$ cat config.mk
export PLATFORM = sky130hd
export DESIGN_NAME = wide_add_sequencer
export DESIGN_NICKNAME = d
export VERILOG_FILES = /design/src/rtl/wide_add_sequencer.sv
export SDC_FILE = /design/constraint.sdc
export NUM_CORES = 1
export LEC_CHECK = 0
export BUFFER_PORTS_ARGS = -buffer_cell sky130_fd_sc_hd__buf_2
export CAP_MARGIN = 40
export CORE_MARGIN = 10
export CORE_UTILIZATION = 46
export CTS_BUF_LIST = sky130_fd_sc_hd__clkbuf_16
export DETAILED_ROUTE_END_ITERATION = 8
export GPL_TIMING_DRIVEN = 0
export MAX_ROUTING_LAYER = met4
export PLACE_DENSITY_LB_ADDON = 0.12
export SLEW_MARGIN = 10
export SYNTH_ARGS = -nofsm -noshare
export SYNTH_HDL_FRONTEND = slang
export SYNTH_SLANG_ARGS = --single-unit
export TNS_END_PERCENT = 20
$ cat constraint.sdc
create_clock -name clk -period 1.8 [get_ports clk]
set_input_delay 0.09 -clock clk [delete_from_list [all_inputs] [get_ports clk]]
set_output_delay 0.09 -clock clk [all_outputs]
set_load 0.01 [all_outputs]
$ cat src/rtl/wide_add_sequencer.sv
// Streams multi-word add operands into an external adder stage, chaining carries between words.
// Define WIDE_ADD_OVF_EN to report signed overflow on the most-significant word.
module wide_add_sequencer #(
    parameter int width = 16
) (
    input  logic             clk,
    input  logic             rst,
    input  logic             in_valid,
    output logic             in_ready,
    input  logic [width-1:0] in_a,
    input  logic [width-1:0] in_b,
    input  logic             in_first,
    input  logic             in_last,
    output logic [width-1:0] add_a,
    output logic [width-1:0] add_b,
    output logic             add_carry_in,
    output logic             add_carry_listen,
    output logic             add_on_off,
    input  logic [width-1:0] add_c,
    input  logic             add_carry_out,
    output logic             out_valid,
    input  logic             out_ready,
    output logic [width-1:0] out_sum,
    output logic             out_last,
    output logic             out_carry,
    output logic             out_ovf
);

    typedef enum logic {IDLE, CHAIN} state_t;

    state_t           state;
    state_t           state_next;
    logic             op_valid;
    logic [width-1:0] op_a;
    logic [width-1:0] op_b;
    logic             op_first;
    logic             op_last;
    logic             carry;
    logic             advance;
    logic             accept;
    logic             eff_first;

    // A word arriving with no chain open always starts a new one.
    always_comb begin
        advance    = op_valid && (!out_valid || out_ready);
        in_ready   = !op_valid || advance;
        accept     = in_valid && in_ready;
        eff_first  = in_first || (state == IDLE);
        state_next = state;
        if (accept) begin
            if (in_last) begin
                state_next = IDLE;
            end else if (eff_first) begin
                state_next = CHAIN;
            end
        end
    end

    always_ff @(posedge clk or posedge rst) begin
        if (rst) begin
            state <= IDLE;
        end else begin
            state <= state_next;
        end
    end

    always_ff @(posedge clk or posedge rst) begin
        if (rst) begin
            op_valid <= 1'b0;
            op_a     <= '0;
            op_b     <= '0;
            op_first <= 1'b0;
            op_last  <= 1'b0;
        end else if (accept) begin
            op_valid <= 1'b1;
            op_a     <= in_a;
            op_b     <= in_b;
            op_first <= eff_first;
            op_last  <= in_last;
        end else if (advance) begin
            op_valid <= 1'b0;
        end
    end

    always_ff @(posedge clk or posedge rst) begin
        if (rst) begin
            carry <= 1'b0;
        end else if (advance) begin
            carry <= add_carry_out;
        end
    end

    always_ff @(posedge clk or posedge rst) begin
        if (rst) begin
            out_valid <= 1'b0;
            out_sum   <= '0;
            out_last  <= 1'b0;
            out_carry <= 1'b0;
        end else if (advance) begin
            out_valid <= 1'b1;
            out_sum   <= add_c;
            out_last  <= op_last;
            out_carry <= op_last && add_carry_out;
        end else if (out_ready) begin
            out_valid <= 1'b0;
        end
    end

`ifdef WIDE_ADD_OVF_EN
    always_ff @(posedge clk or posedge rst) begin
        if (rst) begin
            out_ovf <= 1'b0;
        end else if (advance) begin
            out_ovf <= op_last && (op_a[width-1] == op_b[width-1])
                               && (add_c[width-1] != op_a[width-1]);
        end
    end
`else
    assign out_ovf = 1'b0;
`endif

    assign add_a            = op_a;
    assign add_b            = op_b;
    assign add_on_off       = op_valid;
    assign add_carry_listen = op_valid && !op_first;
    assign add_carry_in     = carry;

endmodule

* Word level (Yosys, flattened, before mapping) *
Cells that the tools add are included.

cells by class
  divide/modulo/power cells = 0
  bitwise operators = 1
  mux-type cells = 6
  reductions and logical operators = 14
  $lt $le $gt $ge = 0
  shift-type cells = 0
  eq/ne operators = 0
  add/sub/neg operators = 0
  multipliers = 0

operator list
  cell                 count
  1-bit 2-to-1 mux     6
  2-bit nonzero test   3
  1-bit logical AND    4
  1-bit logical NOT    3
  1-bit logical OR     3
  2-bit AND reduction  1
  1-bit inverter       1

word-level totals
  ROM bits = 0
  logic and storage cells = 32
  input bits = 55
  output and inout bits = 56
  bits in latches = 0
  flip-flop bits (word level) = 56
  memory bits (writable) = 0
  memories kept = 0

* Logic depth before layout (Yosys ltp) *
Gate-level depths: netlist (run 1).

  depth in word-level cells = 6
  depth in mapped cells = 4
  gate-level depth less buffers = 3

* Worst setup path before layout (run 1) *
OpenSTA, ideal clock, no wires.

  kind = reg-to-reg
  start = register op_valid, in the netlist add_on_off
  end = register op_a[0], in the netlist add_a[0]
  required time = 1.675 ns
  clock period less this slack = 1.377 ns
  stages on the path, launching flop included = 5
  path slack = 0.423 ns
  setup time = 0.125 ns
  arrival = 1.252 ns
  buffers on the path = 1
  path through = dfrtp_1 > nand3b_4 > nand2_8 > buf_12 > mux2_4

on the way
  longest elaborated chain between the ends = 3
  elaborated cells between the ends (all ways) = 4
  those cells by class = reduce/logical: 4

ends and longest elaborated chain
  element                                                        RTL line  source
  from (decl)                                                    33        logic op_valid;
  from (signal assigned)                                         69        op_valid <= 1'b0;
  from (signal assigned)                                         75        op_valid <= 1'b1;
  from (signal assigned)                                         81        op_valid <= 1'b0;
  1-bit logical NOT / 1-bit logical AND (equally long branches)  46, 45
  1-bit logical OR *                                             46        in_ready = !op_valid || advance;
  via in_ready                                                   9         output logic in_ready,
  1-bit logical AND *                                            47        accept = in_valid && in_ready;
  to (signal assigned)                                           76        op_a <= in_a;
  to (decl)                                                      34        logic [width-1:0] op_a;

The timed path passes the listed nets; every way through them passes the cells marked *.
A chain may end at the register's enable or synchronous reset.

* Final worst setup path (run 1) *
  start = register op_valid, in the netlist add_on_off
  end = register op_a[10], in the netlist add_a[10]

on the way
  longest elaborated chain between the ends = 3
  elaborated cells between the ends (all ways) = 4
  those cells by class = reduce/logical: 4

ends and longest elaborated chain
  element                                                        RTL line
  1-bit logical NOT / 1-bit logical AND (equally long branches)  46, 45
  1-bit logical OR *                                             46
  1-bit logical AND *                                            47

Every way passes the cells marked *; elsewhere a longest branch is shown, timed or not.

==> qor.yml, run 1 <==
logic_synthesis:
  synth_largest_area_cell: "dfrtp_1"
  yosysUniqueCellTypes: 19
  synth_nets: 183
  ys_seq_area_share_pct: 61.0
  syn_area_per_cell_um2: 17.9
  synth_warnings: 0
  syn-cell-area_um2: 2300
  synth.top_cell.area_share_pct: 61.0
  synth-seq-cells: 56
  synth_cells: 128
  ys_top_cells_by_area: "dfrtp_1, mux2_4, mux2_2"
finish:
  diodes: 0
  syn_to_final_growth_pct: 34.6
  final_common_cell: "buf_2"
  drive_gt1_share_pct: 71.3
  finalNetCount: 301
  mostFrequentLayoutCells: "buf_2, dfrtp_1, mux2_4"
cts:
  clock_path_buffers: 2
  cts_tree: "done"
  postCtsResizedCells: 0
  insertion_delay_ps: 280
  clockRootBuffer: "clkbuf_16"
  cts.clk_slew.worst_paths_ps: 60
  cts_made_buffers: 5
  cts.sinks: 56
  htreeDepth: 2
global_route:
  grt_first_pass_wirelength_um: 8000
  gr-total-overflow: 0
  grt_max_degree: 30
  antenna_found_initial: 0
  grt_usage_pct: 12.3
  grt_pass1_vias: 1646
worst_setup_path:
  crit_arrival_ps: 1540
  cp.buffers_inverters: 1
  cp-end-kind: "flip-flop"
  cp_top_family: "flip-flops"
  cp-start-kind: "flip-flop"
  worstPathRequired_ps: 1970
  max_stage_delay_ps: 490
  cp_slowest_cell: "dfrtp_1"
  worstPathMaxFanout: 10
  crit_type: "reg -> reg"
  crit_chain: "nand3b_4, nand2_8, buf_12, mux2_4"
outcome:
  outcome: "finished clean"
sta:
  layout_setup_ws_ps: 425
  setup_viol: 0
  slew_viol_final: 0
  hold_viol: 0
  max_freq_mhz: 727
  clock_skew_ps: 3.44
  grt_setup_unrepaired: "false"
  period_needed_ps: 1370
  maxSlewHeadroom_pct: 61.0
  tightest_slew_ps: 585
  final.period_utilization_pct: 76.4
  tns_ps: 0
floorplan:
  num_rows: 25
  die_y_um: 90.7
  dieWidth_um: 90.7
  dieArea_um2: 8220
  initial_core_util_pct: 48.0
  io_pins: 111
  core-area_um2: 4790
drt:
  wl_met1_um: 2010
  drcViolationCount: 0
  detail-route-antenna-nets: 0
  vias: 1433
  dr_wl_met3_um: 368
  routed_via_density: 4.56
  dr.pass1.iters: 4
  drt_first_iter_violations: 25
  top_layer_used: "met4"
  routed_wl_um: 4940
  met2_length_um: 2480
  routedWlPerCell_um: 15.7
placed_design:
  routabilityCongestion: 0.716
  dp_slack_ps: 423
  io_buffers: 109
  dp_hpwl_um: 3980
power:
  p_leak_nw: 1.61
  peakVddDrop_uv: 531
  powerDensity_nw_per_um2: 1040
worst_hold_path:
  min_path_type: "in -> reg"
run:
  drv_cap: 0
==> stage by stage <==
stage	std cells	hold WS (ps)	total power (W)	instance area [um^2]	utilization (%)
after floorplan	128	187	0.00202	2300	-
after global placement	304	307	0.00233	2930	61.2
after detailed placement	305	196	0.00235	2950	61.6
after CTS	314	11.5	0.00326	3090	64.6
after global routing	314	17.6	0.00338	3090	64.6
final	314	16.2	0.00320	3090	64.6
==> flip-flops by register name (all words and copies together), names as in the netlist <==
register      cells
out_sum          16
out_last          1
add_b            16
add_a            16
op_last           1
add_carry_in      1
out_valid         1
out_carry         1
state             1
op_first          1
add_on_off        1
==> Yosys cell counts <==
cell / n
nand2_4: 1
mux2_2: 21
inv_1: 2
nand2b_1: 2
a21oi_1: 2
mux2_4: 30
a21bo_2: 1
nand2_8: 1
nand4_1: 1
dfrtp_1: 56
or2b_1: 1
buf_6: 1
buf_4: 1
a41oi_1: 1
nor2b_1: 1
buf_12: 3
conb_1: 1
a31oi_1: 1
nand3b_4: 1
==> per-layer routing <==
metal / GRT usage [%] / up-vias
li1: - / 679
met2: 20.1 / 59
met4: 3.85 / 0
met1: 13.6 / 687
met5: - / -
met3: 4.49 / 8
==> what timing repair did <==
item,in CTS,in global routing
hold buffers,1,0
setup endpoints to repair,0,0
setup buffers,0,0
endpoints found under the hold margin,27,0
==> worst paths after layout <==
kind | from | to | slack, ps | cells after the start
max | add_on_off$_DFFE_PP0P_ | add_a[10]$_DFFE_PP0P_ | 430 | 4
min | in_last | state$_DFFE_PP0P_ | 20 | 2
max reg2reg | add_on_off$_DFFE_PP0P_ | add_a[10]$_DFFE_PP0P_ | 430 | 4
min reg2reg | out_carry$_DFFE_PP0P_ | out_carry$_DFFE_PP0P_ | 490 | 1
max in group asynchronous | rst | add_carry_in$_DFFE_PP0P_ | 840 | 4
min in group asynchronous | rst | add_b[2]$_DFFE_PP0P_ | 410 | 3
==> power by group <==
group / total [W] / switching, W / leakage (nW) / internal (W)
sequential: 0.00155 / 0.0000967 / 0.651 / 0.00145
combinational: 0.000760 / 0.000328 / 0.887 / 0.000432
clock: 0.000893 / 0.000392 / 0.0738 / 0.000501
total: 0.00320 / 0.000817 / 1.61 / 0.00238
==> layout make-up <==
type	instances	area [um^2]
clock buffer	5	125
multi-input combinational	65	810
buffer	5	78.8
sequential	56	1400
fill	391	1690
tap	67	83.8
timing repair buffer	111	576
inverter	2	7.51
clock inverter	3	11.3
==> cell families (layout without fill, tap and decap cells) <==
family                 count (synthesis)  in the layout  synth area share [%]
AOI/OAI and AO/OA                      5              5                  1.53
buffers and inverters                  7            126                  3.76
DFF                                   56             56                  61.0
muxes                                 51             51                  29.9
other                                  1              1                 0.163
and+or+nand+nor                        8              8                  3.65
Power figures use the tool's default switching activity.
==> run 2: changes to the inputs <==
- clock period: 1.8 -> 1.3 ns (I/O delays scaled with it)
==> run 2 against run 1 <==
Effect of this change:
- non-clock buffer count up 10
- die area unchanged
- fmax up 9.1%
- largest cell class unchanged
==> qor.yml, run 2 (synthesized netlist as in run 1, its figures left out) <==
global_route:
  grt_first_pass_wirelength_um: 8550
  grt_pass1_vias: 1638
  antenna_found_initial: 0
  grt_usage_pct: 12.9
  gr-total-overflow: 0
  grt_max_degree: 35
sta:
  layout_setup_ws_ps: 39.4
  maxSlewHeadroom_pct: 66.0
  setup_viol: 0
  hold_viol: 0
  grt_setup_unrepaired: "true"
  clock_skew_ps: 4.46
  period_needed_ps: 1260
  tightest_slew_ps: 509
  max_freq_mhz: 793
  slew_viol_final: 0
  final.period_utilization_pct: 97.0
drt:
  routedWlPerCell_um: 15.9
  drt_first_iter_violations: 38
  wl_met1_um: 2220
  vias: 1465
  detail-route-antenna-nets: 0
  routed_via_density: 4.52
  met2_length_um: 2560
  dr_wl_met3_um: 328
  top_layer_used: "met4"
  drcViolationCount: 0
  dr.pass1.iters: 4
  routed_wl_um: 5150
worst_setup_path:
  cp_top_family: "flip-flops"
  crit_type: "reg -> reg"
  cp-end-kind: "flip-flop"
  cp.buffers_inverters: 1
  cp_slowest_cell: "dfrtp_1"
  worstPathRequired_ps: 1470
  cp-start-kind: "flip-flop"
  r2r_cells: 4
  crit_arrival_ps: 1430
  worstPathMaxFanout: 10
  crit_chain: "nand2b_1, nand2_4, buf_8, mux2_2"
  cp.depth: 4
  max_stage_delay_ps: 420
power:
  finalPower_w: 0.00450
  p_leak_nw: 1.65
  powerDensity_nw_per_um2: 1410
  peakVddDrop_uv: 730
cts:
  cts_made_buffers: 5
  cts_tree: "done"
  insertion_delay_ps: 280
  clockRootBuffer: "clkbuf_16"
  htreeDepth: 2
  cts.clk_slew.worst_paths_ps: 70
  clock_path_buffers: 2
  cts.sinks: 56
finish:
  syn_to_final_growth_pct: 39.1
  diodes: 0
  drive_gt1_share_pct: 71.2
  finalNetCount: 311
  mostFrequentLayoutCells: "buf_2, dfrtp_1, mux2_4"
  final_common_cell: "buf_2"
  stdcell_count: 324
worst_hold_path:
  hold_path_depth: 2
  min_path_type: "in -> reg"
placed_design:
  dp_hpwl_um: 4030
  place_inst: 305
  io_buffers: 109
  dp_slack_ps: -77.3
  routabilityCongestion: 0.714
floorplan:
  io_pins: 111
  dieWidth_um: 90.7
  num_rows: 25
  dieArea_um2: 8220
  initial_core_util_pct: 48.0
  die_y_um: 90.7
  core-area_um2: 4790
outcome:
  outcome: "finished clean"
run:
  drv_cap: 0
[run 2: power breakdown]
group	internal, W	leakage (nW)	switching, W
clock	0.000701	0.0710	0.000559
combinational	0.000625	0.927	0.000466
sequential	0.00201	0.650	0.000137
[run 2: path summary, 6_finish.rpt]
check / start / endpoint / slack [ps]
max: out_valid$_DFFE_PP0P_ / out_sum[8]$_DFFE_PP0P_ / 40
min: in_a[9] / add_a[9]$_DFFE_PP0P_ / 7
max reg2reg: out_valid$_DFFE_PP0P_ / out_sum[8]$_DFFE_PP0P_ / 40
min reg2reg: out_carry$_DFFE_PP0P_ / out_carry$_DFFE_PP0P_ / 490
max in group asynchronous: rst / add_on_off$_DFFE_PP0P_ / 400
min in group asynchronous: rst / add_a[0]$_DFFE_PP0P_ / 360
[run 2: metal layers]
| metal | vias up | GRT usage [%] |
|---|---|---|
| met1 | 706 | 15.4 |
| met4 | 0 | 3.18 |
| li1 | 701 | - |
| met3 | 4 | 4.07 |
| met2 | 54 | 20.9 |
| met5 | - | - |
[run 2: area by class of cell]
type / count / area (um^2)
Inverter: 2 / 11.3
Fill cell: 374 / 1590
Tap cell: 67 / 83.8
Sequential cell: 56 / 1400
Clock inverter: 3 / 13.8
Timing Repair Buffer: 121 / 666
Multi-Input combinational cell: 65 / 810
Buffer: 5 / 82.6
Clock buffer: 5 / 125
[run 2: repair_timing]
action                                  in CTS  in global routing
hold endpoints to repair                    28                  0
buffers inserted                             4                  0
pin swaps                                    2                  0
gates resized for setup                      1                  1
hold buffers                                 7                  0
endpoints found under the setup margin      39                 10
[run 2: metrics by stage]
| stage | hold slack [ps] | TNS (ps) | utilization [%] | area, um^2 |
|---|---|---|---|---|
| after floorplan | 145 | -2390 | - | 2300 |
| final | 7.14 | 0 | 66.7 | 3190 |
| after global routing | 5.27 | -70.9 | 66.7 | 3190 |
| after global placement | 286 | -2610 | 61.2 | 2930 |
| after detailed placement | 137 | -2780 | 61.6 | 2950 |
| after CTS | 0.445 | 0 | 66.7 | 3190 |
